## src/rtl/sram_rw_ctrl_1k256_pkg.sv

```systemverilog
// Shared constants and types for the 1024-set x 256-bit BRAM access controller.
//   SETS/ADDR_W/DATA_W/WAYS : array geometry
//   WAY_W                   : bits covered by one way-mask bit
//   WMASK_ALL               : all-ways mask used by the zero sweep
//   state_t                 : controller state (CLEAR sweep, RUN service)
//   arr_req_t               : one cycle of array-port drive
package sram_rw_ctrl_1k256_pkg;
  localparam int SETS   = 1024;
  localparam int ADDR_W = $clog2(SETS);
  localparam int DATA_W = 256;
  localparam int WAYS   = 4;
  localparam int WAY_W  = DATA_W / WAYS;

  localparam logic [WAYS-1:0] WMASK_ALL = '1;

  typedef enum logic {
    CLEAR = 1'b0,
    RUN   = 1'b1
  } state_t;

  typedef struct packed {
    logic              en;
    logic              wmode;
    logic [ADDR_W-1:0] addr;
    logic [DATA_W-1:0] wdata;
    logic [WAYS-1:0]   wmask;
  } arr_req_t;
endpackage

```

## src/rtl/sram_rw_ctrl_1k256_read_hold.sv

```systemverilog
// Read-response tracker for the 1-cycle-latency array.
//   clock, reset  : clock / synchronous active-high reset
//   rd_fire       : a read was issued to the array this cycle
//   arr_rdata     : array read data (valid the cycle after rd_fire)
//   r_resp_valid  : pulse, arr_rdata is fresh this cycle
//   r_resp_data   : fresh data on the pulse, last captured data otherwise
module sram_read_hold
  import sram_rw_ctrl_1k256_pkg::*;
(
  input  logic              clock,
  input  logic              reset,
  input  logic              rd_fire,
  input  logic [DATA_W-1:0] arr_rdata,
  output logic              r_resp_valid,
  output logic [DATA_W-1:0] r_resp_data
);
  logic              rd_pending;
  logic [DATA_W-1:0] hold_reg;

  always_ff @(posedge clock) begin
    if (reset) begin
      rd_pending <= 1'b0;
      hold_reg   <= '0;
    end else begin
      rd_pending <= rd_fire;
      if (rd_pending) hold_reg <= arr_rdata;
    end
  end

  // Bypass the capture register on the response cycle so data is usable
  // in the same cycle the pulse is seen.
  assign r_resp_valid = rd_pending;
  assign r_resp_data  = rd_pending ? arr_rdata : hold_reg;
endmodule

```

## src/rtl/sram_rw_ctrl_1k256.sv

```systemverilog
// Access controller in front of the 1024x256 single-port BRAM wrapper.
// Zero-sweeps the array after reset, then arbitrates a write channel and a
// read channel onto the one RW port (write wins) and tracks read latency.
//   clock, reset            : clock / synchronous active-high reset
//   w_valid/w_ready/w_*     : write request channel (set, data, way mask)
//   r_valid/r_ready/r_set   : read request channel
//   r_resp_valid/r_resp_data: read response pulse, data held afterwards
//   reset_done              : sweep complete, controller in RUN
//   arr_*                   : array port drive (combinational) and read data
module sram_rw_ctrl_1k256
  import sram_rw_ctrl_1k256_pkg::*;
#(
  parameter bit SHOULD_RESET = 1'b1
) (
  input  logic              clock,
  input  logic              reset,
  input  logic              w_valid,
  output logic              w_ready,
  input  logic [ADDR_W-1:0] w_set,
  input  logic [DATA_W-1:0] w_data,
  input  logic [WAYS-1:0]   w_waymask,
  input  logic              r_valid,
  output logic              r_ready,
  input  logic [ADDR_W-1:0] r_set,
  output logic              r_resp_valid,
  output logic [DATA_W-1:0] r_resp_data,
  output logic              reset_done,
  output logic              arr_en,
  output logic              arr_wmode,
  output logic [ADDR_W-1:0] arr_addr,
  output logic [DATA_W-1:0] arr_wdata,
  output logic [WAYS-1:0]   arr_wmask,
  input  logic [DATA_W-1:0] arr_rdata
);
  localparam state_t RST_STATE = SHOULD_RESET ? CLEAR : RUN;
  localparam logic [ADDR_W-1:0] LAST_SET = ADDR_W'(SETS - 1);

  state_t            state;
  logic [ADDR_W-1:0] sweep_cnt;
  arr_req_t          req;
  logic              rd_fire;

  // Sweep FSM. The counter stops on the last set rather than wrapping, so
  // the sweep covers every set exactly once.
  always_ff @(posedge clock) begin
    if (reset) begin
      state     <= RST_STATE;
      sweep_cnt <= '0;
    end else if (state == CLEAR) begin
      if (sweep_cnt == LAST_SET) state <= RUN;
      else                       sweep_cnt <= sweep_cnt + ADDR_W'(1);
    end
  end

  assign reset_done = (state == RUN);
  assign w_ready    = (state == RUN);
  assign r_ready    = (state == RUN) && !w_valid;

  // Port arbitration. A zero-mask write still takes the port, which is
  // what blocks a concurrent read.
  always_comb begin
    req     = '0;
    rd_fire = 1'b0;
    if (state == CLEAR) begin
      req.en    = 1'b1;
      req.wmode = 1'b1;
      req.addr  = sweep_cnt;
      req.wmask = WMASK_ALL;
    end else if (w_valid) begin
      req.en    = 1'b1;
      req.wmode = 1'b1;
      req.addr  = w_set;
      req.wdata = w_data;
      req.wmask = w_waymask;
    end else if (r_valid) begin
      req.en   = 1'b1;
      req.addr = r_set;
      rd_fire  = 1'b1;
    end
  end

  assign arr_en    = req.en;
  assign arr_wmode = req.wmode;
  assign arr_addr  = req.addr;
  assign arr_wdata = req.wdata;
  assign arr_wmask = req.wmask;

  sram_read_hold u_read_hold (
    .clock        (clock),
    .reset        (reset),
    .rd_fire      (rd_fire),
    .arr_rdata    (arr_rdata),
    .r_resp_valid (r_resp_valid),
    .r_resp_data  (r_resp_data)
  );
endmodule

```

## config.mk

```make
export PLATFORM = sky130hd
export DESIGN_NAME = sram_rw_ctrl_1k256
export DESIGN_NICKNAME = d
export VERILOG_FILES = /design/src/rtl/sram_rw_ctrl_1k256_pkg.sv /design/src/rtl/sram_rw_ctrl_1k256_read_hold.sv /design/src/rtl/sram_rw_ctrl_1k256.sv
export SDC_FILE = /design/constraint.sdc
export NUM_CORES = 1
export LEC_CHECK = 0
export ABC_AREA = 0
export BUFFER_PORTS_ARGS = -buffer_cell sky130_fd_sc_hd__buf_2
export CAP_MARGIN = 15
export CELL_PAD_IN_SITES_DETAIL_PLACEMENT = 1
export CELL_PAD_IN_SITES_GLOBAL_PLACEMENT = 1
export CORE_AREA = 2 2 418 420
export CTS_BUF_LIST = sky130_fd_sc_hd__clkbuf_8
export DETAILED_ROUTE_END_ITERATION = 6
export DIE_AREA = 0 0 420 422
export GPL_TIMING_DRIVEN = 0
export PLACE_DENSITY = 0.33
export SYNTH_ARGS = -nofsm -noshare
export SYNTH_HDL_FRONTEND = slang
export SYNTH_HIERARCHICAL = 1
export SYNTH_SLANG_ARGS = --single-unit
```

## constraint.sdc

```tcl
create_clock -name clock -period 1.8 [get_ports clock]
set_clock_uncertainty 0.2 [all_clocks]
set_input_delay 0.09 -clock clock [delete_from_list [all_inputs] [get_ports clock]]
set_output_delay 0.09 -clock clock [all_outputs]
set_load 0.01 [all_outputs]
```

== Word-level counts from Yosys, hierarchy flattened ==
Index checks and enable logic that the tools add are counted.
Widths: inputs -> output; s select.

* Add/sub/neg operators: 1
* Eq/ne operators: 1
* Multiplexer cells: 12
* Bitwise operators: 2
* Reductions and logical operators: 4

{| class="wikitable"
|+ Operator list
! operator !! number
|-
| $mux 256 || 2
|-
| $mux 260 || 1
|-
| $mux 10 || 2
|-
| $mux 12 || 1
|-
| $add 10x1->10 const B || 1
|-
| $eq 10x10->1 const B || 1
|-
| $mux 1 || 5
|-
| $mux 4 || 1
|-
| $reduce_or 3->1 || 1
|-
| $not 1->1 || 2
|-
| $reduce_and 2->1 || 1
|-
| $logic_and 1x1->1 || 1
|-
| $logic_not 1->1 || 1
|}

* Flip-flop bits (word level): 268
* Input bits: 540
* Output and inout bits: 532

== Longest topological paths before layout ==
Gate-level depths: netlist (run 1).

* Depth after elaboration: 3
* Depth in mapped cells: 5
* Gate-level depth less buffers: 5

== By module ==
The synthesis (run 1) kept the hierarchy.

{| class="wikitable"
|+ Modules (own cells, without submodules)
! module !! times used !! cells each !! area each (µm²) !! sequential area each (µm²)
|-
| sram_read_hold || 1 || 826 || 9940.8 || 5144.9
|-
| sram_rw_ctrl_1k256 || 1 || 425 || 2685.1 || 220.2
|}

== Worst setup path after synthesis (run 1) ==
OpenSTA, ideal clock, no wires.

* Kind: register -> register
* Start: register u_read_hold.rd_pending (netlist: u_read_hold/r_resp_valid)
* End: register u_read_hold.hold_reg[214]
* Setup time: 0.128 ns
* Arrival time: 1.303 ns
* Required time: 1.472 ns
* Slack: 0.169 ns
* Stages on the path, launching flop included: 5
* Buffers on the path: 2
* Period minus slack after synthesis: 1.631 ns
* Cells stage by stage: dfxtp_1 buf_2 buf_4 mux2_2 nor2b_1

* Longest elaborated chain between the ends: 1

{| class="wikitable"
|+ RTL lines
! what !! RTL line !! RTL
|-
| start, declared || sram_rw_ctrl_1k256_read_hold.sv:17 || <nowiki>logic rd_pending;</nowiki>
|-
| start signal, assigned || sram_rw_ctrl_1k256_read_hold.sv:25 || <nowiki>rd_pending <= rd_fire;</nowiki>
|-
| $mux 256 || - ||
|-
| via r_resp_data[214] || sram_rw_ctrl_1k256.sv:26 || <nowiki>output logic [DATA_W-1:0] r_resp_data,</nowiki>
|-
| end signal, assigned || sram_rw_ctrl_1k256_read_hold.sv:26 || <nowiki>if (rd_pending) hold_reg <= arr_rdata;</nowiki>
|-
| end, declared || sram_rw_ctrl_1k256_read_hold.sv:18 || <nowiki>logic [DATA_W-1:0] hold_reg;</nowiki>
|}

The timed path passes the listed nets, and every way through them passes these cells.
A chain may end at the register's enable or synchronous reset.

== Worst setup path in the final report (run 1) ==
* Start: register u_read_hold.rd_pending (netlist: u_read_hold/r_resp_valid)
* End: output port r_resp_data[42]

* Longest elaborated chain between the ends: 1

{| class="wikitable"
|+ RTL lines
! what !! RTL line !! RTL
|-
| $mux 256 || sram_rw_ctrl_1k256_read_hold.sv:33 || <nowiki>assign r_resp_data = rd_pending ? arr_rdata : hold_reg;</nowiki>
|-
| end, declared || sram_rw_ctrl_1k256.sv:26 ||
|}

Every way passes these cells.

==> results of run 1 <==
==> layout by cell type (no fill, tap or decap), types with 8 or more instances in the layout <==
master and instances:
mux2_2 217, buf_6 112, buf_12 23, buf_8 9, and3_4 64, buf_4 23
and3_1 193, a22oi_1 9, diode_2 18, dfxtp_1 266, dlygate4sd3_1 258, buf_2 967
nor2_1 18, clkbuf_16 15, clkbuf_8 88, inv_1 19, mux2_4 39, nand2_1 14
a21oi_1 8, clkbuf_1 57, nor2b_1 260
==> logic make-up (layout without fill, tap and decap cells) <==
kind of cell               count (synthesis)  count (layout)
muxes                                    258             258
xor gates and xnor gates                   4               4
adders and majority gates                  1               1
AOI/OAI and AO/OA                         31              31
DFF                                      268             268
and+or+nand+nor                          563             563
buffers and inverters                    126            1591
other                                      0              18
==> synth_stat cells, types with 2 or more instances <==
library cell,n
nor2b_1,261
a21oi_1,11
buf_2,11
a22oi_1,9
nand2_1,14
o21bai_1,3
nor2_1,20
nor4_2,3
clkbuf_1,84
dfxtp_1,268
mux2_2,256
buf_4,25
mux2i_1,2
xnor2_1,4
inv_1,2
buf_1,2
a31oi_1,3
buf_6,2
and3_1,256
==> final timing paths <==
kind,start,end,slack (ns)
worst min register to register,sweep_cnt[4]$_SDFFE_PP0P_,sweep_cnt[4]$_SDFFE_PP0P_,0.36
worst max register to register,reset_done$_SDFF_PP0_,sweep_cnt[9]$_SDFFE_PP0P_,-0.15
worst max-delay path,u_read_hold/r_resp_valid$_SDFF_PP0_,r_resp_data[42],-0.54
worst min-delay path,reset,u_read_hold/hold_reg[5]$_SDFF_PP0_,-0.01
==> worst register-to-register path: stages (launching register included) <==
cell and delay, ns:
dfxtp_4 0.36, clkbuf_16 0.20, buf_12 0.14, buf_4 0.13
nand3b_4 0.19, nor4_2 0.33, mux2i_1 0.22, nor2_1 0.06
==> through the flow <==
stage	hold WS, ns	instance area (µm²)
after floorplan	0.0557	12600
after global placement	0.245	20900
after detailed placement	0.250	20900
after CTS	-0.0523	26400
after global routing	0.0316	27000
final	-0.0127	27000
==> power by group through the flow <==
stage	Clock (mW)	Combinational (mW)	Sequential [mW]
floorplan	0	0.186	6.07
global placement	0	1.02	6.08
detailed placement	0	1.03	6.08
CTS	7.24	1.57	5.94
global route	7.46	1.66	5.94
finish	6.72	1.51	5.95
==> area by class of cell <==
| cell class | instances | area (µm²) | area share |
|---|---|---|---|
| Antenna cell | 18 | 45.0 | 0.00167 |
| Buffer | 123 | 1230 | 0.0455 |
| Clock buffer | 70 | 963 | 0.0357 |
| Clock inverter | 27 | 145 | 0.00537 |
| Inverter | 2 | 7.51 | 0.000278 |
| Multi-Input combinational cell | 857 | 7150 | 0.265 |
| Sequential cell | 268 | 5370 | 0.199 |
| Tap cell | 2325 | 2910 | 0.108 |
| Timing Repair Buffer | 1369 | 9190 | 0.340 |
==> timing repair <==
action                                  4_1_cts  5_1_grt
gates cloned                                  9        8
endpoints found under the setup margin      800      538
pin swaps                                     4        1
buffers inserted                             19        5
hold endpoints to repair                    266        0
gates resized for setup                     369       87
hold buffers                                258        0
==> layer usage <==
metal | track usage | vias up | share of wire
met4 | 0.0398 | 8 | 0.039
met2 | 0.215 | 535 | 0.56
met5 | 0 | - | 0.00047
met1 | 0.108 | 7295 | 0.35
li1 | - | 7150 | -
met3 | 0.0265 | 138 | 0.056
==> out/results.tsv, run 1 <==
stage	metric	value	unit
clock_tree	numCtsBuffers	57	
finish	instances_no_fill	5059	
critical_path	cpPeakStageDelay	0.37	ns
synth	netlist.area_leader.share	0.425	
power	power.internal	10.4	mW
clock_tree	cts_max_path_buffers	3	
finish	drive_above_1_share	0.587	
global_routing	grt_antenna_before_repair	39	
floorplan	coreArea	0.173	mm²
global_routing	grt_pass1_wl	135000	µm
power	power_density	525	mW/mm²
floorplan	die_h	422	µm
timing	hold_viol_final	12	
outcome	violations	hold timing, setup timing	
synth	yosys-top-cells-area	dfxtp_1 42%, mux2_2 23%, nor2b_1 13%	
clock_tree	ctsRootBufferMaster	clkbuf_8	
timing	worst_pin_slew	1.04	ns
power	p_switching	3.80	mW
placed_design	dp_cells	4647	
critical_path	cp_top_family	buffers and inverters	
finish	final_nets	3219	
min_path	hp-class	primary input to register	
finish	largest_register_ffs	256	
timing	tns	-230.59	ns
power	p_total	14.2	mW
synth	synthXorXnorAreaFrac	0.00277	
critical_path	startpoint_type	register	
routing	drc	0	
clock_tree	path_clk_slew	0.05	ns
synth	synth.largest_area_cell	dfxtp_1	
synth	ys_types	34	
floorplan	die_area	0.177	mm²
timing	layout_min_cycle_time	2.34	ns
synth	synthArstFlopShare	0	
placed_design	preCtsSetupSlack	-1.41	ns
timing	finalWorstSetupSlack	-0.539	ns
synth	seq_area_frac_synth	0.425	
finish	fill_cells	20480	
timing	max_freq	427	MHz
power	seqPwrFrac	0.419	
critical_path	crit_chain	buf_4 -> buf_12 -> buf_6 -> mux2_4 -> buf_2	
routing	vias_per_cell	2.99	
synth	synthMuxAreaShare	0.230	
synth	ys_ff_latch	268	
routing	drt_pass1_iterations	4	
floorplan	die_w	420	µm
global_routing	grt.total_usage	0.109	
run	drv_cap	0	
critical_path	arrival	2.05	ns
outcome	status	finished with violations	
timing	setup_viol	534	
critical_path	crit_type	register to output pin	
critical_path	cp.required	1.51	ns
synth	synth_enable_flop_cells	0	
synth	synth_fp_nets	1792	
global_routing	grt_max_degree	15	
placed_design	place.gp.congestion	0.851	
timing	fin_hold_ws	-0.0127	ns
timing	fin_crit_sh	1.30	
synth	synth_top_family_by_area	simple AND/OR/NAND/NOR gates	
critical_path	reg2reg_depth	7	
power	p_comb_frac	0.107	
routing	drt_iter0_markers	397	
global_routing	grt-ovfl-total	0	
finish	fin_util	0.156	
synth	post_synth_fa_ha_maj_area_fraction	0.000991	
critical_path	cp_slowest_cell	mux2_4	
clock_tree	clkSinkCount	268	
routing	routed_wl	102000	µm
floorplan	num_rows	153	
floorplan	initial_core_util	0.0730	
floorplan	io_pins	1072	
min_path	min_path_cells	3	
power	leakage	13.5	nW
finish	syn_to_final_growth	114	%
synth	synth_compound_area_frac	0.0184	
routing	wire_per_inst	20.1	µm
timing	slew_viol_final	0	
critical_path	cp.buffers_inverters	4	
critical_path	path_depth	5	
placed_design	port-buffer-count	1071	
synth	synthCells	1251	
critical_path	cp_max_fo	10	
placed_design	place_hpwl	84500	µm
routing	vias	15126	
timing	slew_headroom	0.305	
power	p_clk_frac	0.474	
clock_tree	htreeDepth	2	
power	peakVddDrop	455	µV
synth	avgSynthCellArea	10.1	µm²
synth	synth-main-ff-cell	dfxtp_1	
routing	ant_nets	0	
global_routing	grt_pass1_vias	16444	
synth	synthSimpleGateAreaFrac	0.276	
synth	syn-cell-area	0.0126	mm²
clock_tree	tritoncts	done	
synth	ys_warn_count	6	
power	p_sw_frac	0.268	
clock_tree	clk_latency	0.67	ns
critical_path	endpoint_kind	output pin	
timing	rsz0062_at_grt	true	
No activity file was read; power rests on OpenSTA's default activity.
==> run 2: changes to the inputs <==
PLACE_DENSITY = 0.3   (was 0.33)
==> out/results.tsv, run 2 (synthesis gave the netlist of run 1 again) <==
stage	metric	value	unit	change
placed_design	dp_cells	4649		was 4647
timing	setup_viol	531		was 534
placed_design	place_hpwl	87100	µm	was 84500 µm
routing	vias_per_cell	3.05		was 2.99
clock_tree	clk_latency	0.73	ns	was 0.67 ns
finish	syn_to_final_growth	141	%	was 114%
critical_path	r2r_slack	-0.02	ns	was -0.15 ns
clock_tree	htreeDepth	2		unchanged
global_routing	grt_antenna_before_repair	68		was 39
floorplan	die_area	0.177	mm²	unchanged
power	power_density	468	mW/mm²	was 525 mW/mm²
global_routing	grt_pass1_wl	140000	µm	was 135000 µm
global_routing	grt-ovfl-total	0		unchanged
finish	final_area	0.0305	mm²	was 0.0270 mm²
placed_design	port-buffer-count	1071		unchanged
outcome	violations	setup timing		was hold timing, setup timing
floorplan	initial_core_util	0.0730		unchanged
clock_tree	cts_max_path_buffers	3		unchanged
critical_path	startpoint	u_read_hold/r_resp_valid$_SDFF_PP0_		unchanged
floorplan	coreArea	0.173	mm²	unchanged
clock_tree	cts_hold_buf	259		was 258
min_path	min_path_cells	4		was 3
routing	drt_pass1_iterations	4		unchanged
finish	final_common_cell	buf_2		unchanged
critical_path	endpoint_kind	output pin		unchanged
timing	slew_viol_final	0		unchanged
min_path	min_from	arr_rdata[45]		was reset
critical_path	crit_type	register to output pin		unchanged
min_path	hold_end	u_read_hold/hold_reg[45]$_SDFF_PP0_		was u_read_hold/hold_reg[5]$_SDFF_PP0_
floorplan	io_pins	1072		unchanged
finish	drive_above_1_share	0.664		was 0.587
timing	rsz0062_at_grt	true		unchanged
finish	largest_register_ffs	256		unchanged
clock_tree	path_clk_slew	0.06	ns	was 0.05 ns
timing	worst_pin_slew	0.956	ns	was 1.04 ns
power	leakage	13.8	nW	was 13.5 nW
floorplan	die_h	422	µm	unchanged
critical_path	cp.required	1.51	ns	about the same
finish	final_nets	3263		was 3219
timing	fin_crit_sh	1.33		was 1.30
critical_path	r2r-start	u_read_hold/r_resp_valid$_SDFF_PP0_		was reset_done$_SDFF_PP0_
critical_path	arrival	2.11	ns	was 2.05 ns
routing	drc	0		unchanged
clock_tree	numCtsBuffers	60		was 57
critical_path	startpoint_type	register		unchanged
routing	drt_iter0_markers	347		was 397
placed_design	place_area	0.0209	mm²	about the same
run	drv_cap	0		unchanged
floorplan	die_w	420	µm	unchanged
power	peakVddDrop	532	µV	was 455 µV
timing	slew_headroom	0.363		was 0.305
floorplan	num_rows	153		unchanged
clock_tree	clkSinkCount	268		unchanged
timing	finalWorstSetupSlack	-0.600	ns	was -0.539 ns
critical_path	reg2reg_depth	6		was 7
routing	routed_wl	109000	µm	was 102000 µm
routing	vias	15625		was 15126
global_routing	grt.total_usage	0.114		was 0.109
routing	ant_nets	0		unchanged
critical_path	cp_max_fo	10		unchanged
timing	hold_viol_final	0		was 12
placed_design	place.gp.congestion	0.841		was 0.851
finish	instances_no_fill	5122		was 5059
finish	final_cell_mix	768 x buf_2, 308 x buf_6, 264 x dfxtp_1		was 967 x buf_2, 266 x dfxtp_1, 260 x nor2b_1
routing	wire_per_inst	21.2	µm	was 20.1 µm
timing	layout_min_cycle_time	2.40	ns	was 2.34 ns
critical_path	r2r-end	u_read_hold/hold_reg[15]$_SDFF_PP0_		was sweep_cnt[9]$_SDFFE_PP0P_
timing	max_freq	417	MHz	was 427 MHz
outcome	status	finished with violations		unchanged
clock_tree	ctsRootBufferMaster	clkbuf_8		unchanged
min_path	hp-class	primary input to register		unchanged
global_routing	grt_pass1_vias	16948		was 16444
clock_tree	tritoncts	done		unchanged
global_routing	grt_max_degree	18		was 15
-- run 2: layout make-up --
cell class	count	area, µm²
multi-input combinational	857	8350
clock buffer	68	936
antenna	34	85.1
sequential	268	5380
inverter	2	7.51
clock inverter	35	191
tap	2325	2910
timing repair buffer	1412	11300
fill	20194	142000
buffer	121	1360
-- run 2: timing repair --
action	in CTS	in global routing
endpoints found under the setup margin	800	681
resized for setup	427	680
endpoints found under the hold margin	266	21
pin swaps	3	11
gates cloned	21	23
setup buffers	17	26
-- run 2: critical path, cell delays in order (launching register included) --
cell and delay [ns]:
dfxtp_4 0.35, buf_4 0.17, buf_12 0.17, buf_12 0.15
mux2_2 0.34, buf_2 0.18
-- run 2: per-layer routing --
metal  routed length, µm  global-route usage  part of all wire  up-vias
met5                 170                   0            0.0016        -
met3                7950              0.0367             0.073      209
met1               32000              0.0929              0.29     7434
met4                4790              0.0461             0.044       26
li1                    -                   -                 -     7278
met2               63800               0.240              0.59      678
-- run 2: where the power goes --
group	switching (mW)	internal, mW
combinational	0.677	0.859
sequential	0.00895	5.94
clock	3.21	3.56
-- run 2: per-stage QoR --
step                      worst slack [ns]  utilization  TNS [ns]  hold slack (ns)  power [mW]
after floorplan                      0.169            -         0           0.0557        6.26
after global placement               -1.23        0.121   -556.59            0.247        7.06
after detailed placement             -1.24        0.121   -545.61            0.253        7.07
after CTS                           -0.857        0.156   -374.09           -0.106        14.8
after global routing                -0.787        0.176   -339.27          -0.0397        15.2
final                               -0.600        0.176   -253.65           0.0455        14.3
-- run 2: how the worst max path moves through the flow --
stage	endpoint	depth (start not counted)
6_report	r_resp_data[230]	5
5_1_grt	r_resp_data[115]	5
4_1_cts	r_resp_data[26]	4
3_5_place_dp	arr_wdata[9]	5
3_3_place_gp	arr_wdata[9]	5
2_1_floorplan	u_read_hold/hold_reg[214]$_SDFF_PP0_	4
==> run 3: changes to the inputs <==
PLACE_DENSITY = 0.34   (was 0.3)
==> out/results.tsv, run 3 (synthesis gave the netlist of run 1 again) <==
stage	metric	value	unit	change
finish	multi_input_area	0.00799	mm²	was 0.00835 mm²
routing	vias_per_cell	3.08		was 3.05
clock_tree	numCtsBuffers	59		was 60
critical_path	cpPeakStageDelay	0.37	ns	was 0.35 ns
placed_design	preCtsSetupSlack	-1.05	ns	was -1.24 ns
floorplan	io_pins	1072		unchanged
power	power.internal	10.5	mW	was 10.4 mW
timing	finalWorstSetupSlack	-0.660	ns	was -0.600 ns
routing	wire_per_inst	21.3	µm	was 21.2 µm
critical_path	cp_slowest_cell	dfxtp_4		unchanged
finish	drive_above_1_share	0.619		was 0.664
floorplan	die_w	420	µm	unchanged
run	drv_cap	0		unchanged
routing	drc	0		unchanged
placed_design	place.gp.congestion	0.907		was 0.841
critical_path	reg2reg_depth	8		was 6
critical_path	r2r_slack	-0.18	ns	was -0.02 ns
critical_path	crit_chain	buf_12 -> buf_16 -> clkbuf_16 -> mux2_4 -> buf_2		was buf_4 -> buf_12 -> buf_12 -> mux2_2 -> buf_2
critical_path	cp_max_fo	8		was 10
clock_tree	clkSinkCount	268		unchanged
floorplan	die_h	422	µm	unchanged
timing	slew_viol_final	0		unchanged
routing	ant_nets	0		unchanged
finish	fill_cells	20310		was 20194
timing	setup_viol	548		was 531
global_routing	grt_max_degree	17		was 18
finish	final_nets	3279		was 3263
finish	final-seq-area	0.00537	mm²	was 0.00538 mm²
outcome	violations	setup timing		unchanged
global_routing	grt-ovfl-total	0		unchanged
power	p_comb_frac	0.109		was 0.108
critical_path	crit_type	register to output pin		unchanged
finish	final_cell_mix	794 x buf_2, 284 x buf_6, 266 x dfxtp_1		was 768 x buf_2, 308 x buf_6, 264 x dfxtp_1
min_path	min_path_cells	4		unchanged
power	p_sw_frac	0.269		was 0.273
finish	largest_register_ffs	256		unchanged
power	peakVddDrop	464	µV	was 532 µV
clock_tree	cts_max_path_buffers	3		unchanged
floorplan	die_area	0.177	mm²	unchanged
finish	syn_to_final_growth	138	%	was 141%
floorplan	coreArea	0.173	mm²	unchanged
global_routing	grt_pass1_vias	16489		was 16948
routing	routed_wl	109000	µm	about the same
timing	rsz0062_at_grt	true		unchanged
critical_path	r2r-start	reset_done$_SDFF_PP0_		was u_read_hold/r_resp_valid$_SDFF_PP0_
power	power_density	478	mW/mm²	was 468 mW/mm²
placed_design	place_area	0.0209	mm²	about the same
clock_tree	clk_latency	0.70	ns	was 0.73 ns
power	leakage	14.1	nW	was 13.8 nW
timing	hold_viol_final	0		unchanged
placed_design	port-buffer-count	1071		unchanged
min_path	hp-class	primary input to register		unchanged
finish	final_area	0.0301	mm²	was 0.0305 mm²
critical_path	arrival	2.17	ns	was 2.11 ns
routing	vias	15777		was 15625
min_path	min_from	arr_rdata[206]		was arr_rdata[45]
global_routing	grt_antenna_before_repair	45		was 68
placed_design	dp_cells	4647		was 4649
clock_tree	ctsRootBufferMaster	clkbuf_8		unchanged
critical_path	cp.required	1.51	ns	about the same
timing	slew_headroom	0.256		was 0.363
floorplan	initial_core_util	0.0730		unchanged
clock_tree	path_clk_slew	0.07	ns	was 0.06 ns
global_routing	grt.total_usage	0.111		was 0.114
critical_path	endpoint_kind	output pin		unchanged
global_routing	grt_pass1_wl	137000	µm	was 140000 µm
timing	max_freq	407	MHz	was 417 MHz
timing	fin_crit_sh	1.37		was 1.33
floorplan	num_rows	153		unchanged
critical_path	r2r-end	sweep_cnt[8]$_SDFFE_PP0P_		was u_read_hold/hold_reg[15]$_SDFF_PP0_
clock_tree	htreeDepth	2		unchanged
power	p_switching	3.88	mW	was 3.90 mW
min_path	hold_end	u_read_hold/hold_reg[206]$_SDFF_PP0_		was u_read_hold/hold_reg[45]$_SDFF_PP0_
timing	worst_pin_slew	1.12	ns	was 0.956 ns
finish	instances_no_fill	5115		was 5122
finish	final_common_cell	buf_2		unchanged
routing	drt_iter0_markers	427		was 347
outcome	status	finished with violations		unchanged
timing	layout_min_cycle_time	2.46	ns	was 2.40 ns
critical_path	startpoint_type	register		unchanged
clock_tree	tritoncts	done		unchanged
power	seqPwrFrac	0.413		was 0.417
power	p_clk_frac	0.478		was 0.475
routing	drt_pass1_iterations	4		unchanged
placed_design	place_hpwl	85900	µm	was 87100 µm
[run 3: worst max path at each step]
stage	from	slack, ns	depth (start not counted)	to
6_report	u_read_hold/r_resp_valid$_SDFF_PP0_	-0.66	5	r_resp_data[19]
5_1_grt	u_read_hold/r_resp_valid$_SDFF_PP0_	-0.81	5	r_resp_data[172]
4_1_cts	u_read_hold/r_resp_valid$_SDFF_PP0_	-0.85	5	r_resp_data[21]
3_5_place_dp	reset	-1.05	4	u_read_hold/hold_reg[132]$_SDFF_PP0_
3_3_place_gp	reset	-0.99	4	u_read_hold/hold_reg[128]$_SDFF_PP0_
2_1_floorplan	u_read_hold/r_resp_valid$_SDFF_PP0_	0.17	4	u_read_hold/hold_reg[214]$_SDFF_PP0_
[run 3: through the flow]
stage / utilization / total power [mW] / hold slack, ns / setup TNS (ns)
final: 0.174 / 14.4 / 0.0706 / -254.74
after global routing: 0.174 / 15.3 / 0.00826 / -340.95
after CTS: 0.147 / 14.9 / -0.0589 / -388.67
after detailed placement: 0.121 / 7.11 / 0.250 / -456.23
after global placement: 0.121 / 7.11 / 0.246 / -460.49
after floorplan: - / 6.26 / 0.0557 / 0
[run 3: layout make-up]
type / count / area share
plain buffers: 123 / 0.0452
clock buffers: 66 / 0.0302
repair buffers: 1427 / 0.375
inverters: 2 / 0.000249
well taps: 2325 / 0.0966
multi-input cells: 857 / 0.265
flip-flops and latches: 268 / 0.178
clock inverters: 30 / 0.00711
diodes: 17 / 0.00141
[run 3: metal layers]
metal | up-vias | track usage | routed length (µm)
met2 | 582 | 0.225 | 61300
met3 | 189 | 0.0223 | 5220
met5 | - | 0 | 76
li1 | 7291 | - | -
met1 | 7703 | 0.107 | 37400
met4 | 12 | 0.0444 | 4770
[run 3: what timing repair did]
action / in CTS / in global routing
pin swaps: 3 / 4
setup buffers: 16 / 40
setup endpoints to repair: 794 / 737
endpoints found under the hold margin: 266 / 0
hold buffers: 258 / 0
resized for setup: 136 / 965
cloned: 9 / 37
[run 3: power groups by stage]
stage / Clock [mW] / Sequential [mW] / Combinational, mW
after global placement: 0 / 6.08 / 1.03
final: 6.89 / 5.95 / 1.57
after detailed placement: 0 / 6.08 / 1.04
after floorplan: 0 / 6.07 / 0.186
after CTS: 7.43 / 5.94 / 1.56
after global routing: 7.64 / 5.94 / 1.71
[run 3: critical path: cells and delay by family, from the launching register on]
| kind | cells | cell delay, ns |
|---|---|---|
| buf+inv | 4 | 0.70 |
| flops | 1 | 0.37 |
| mux | 1 | 0.34 |
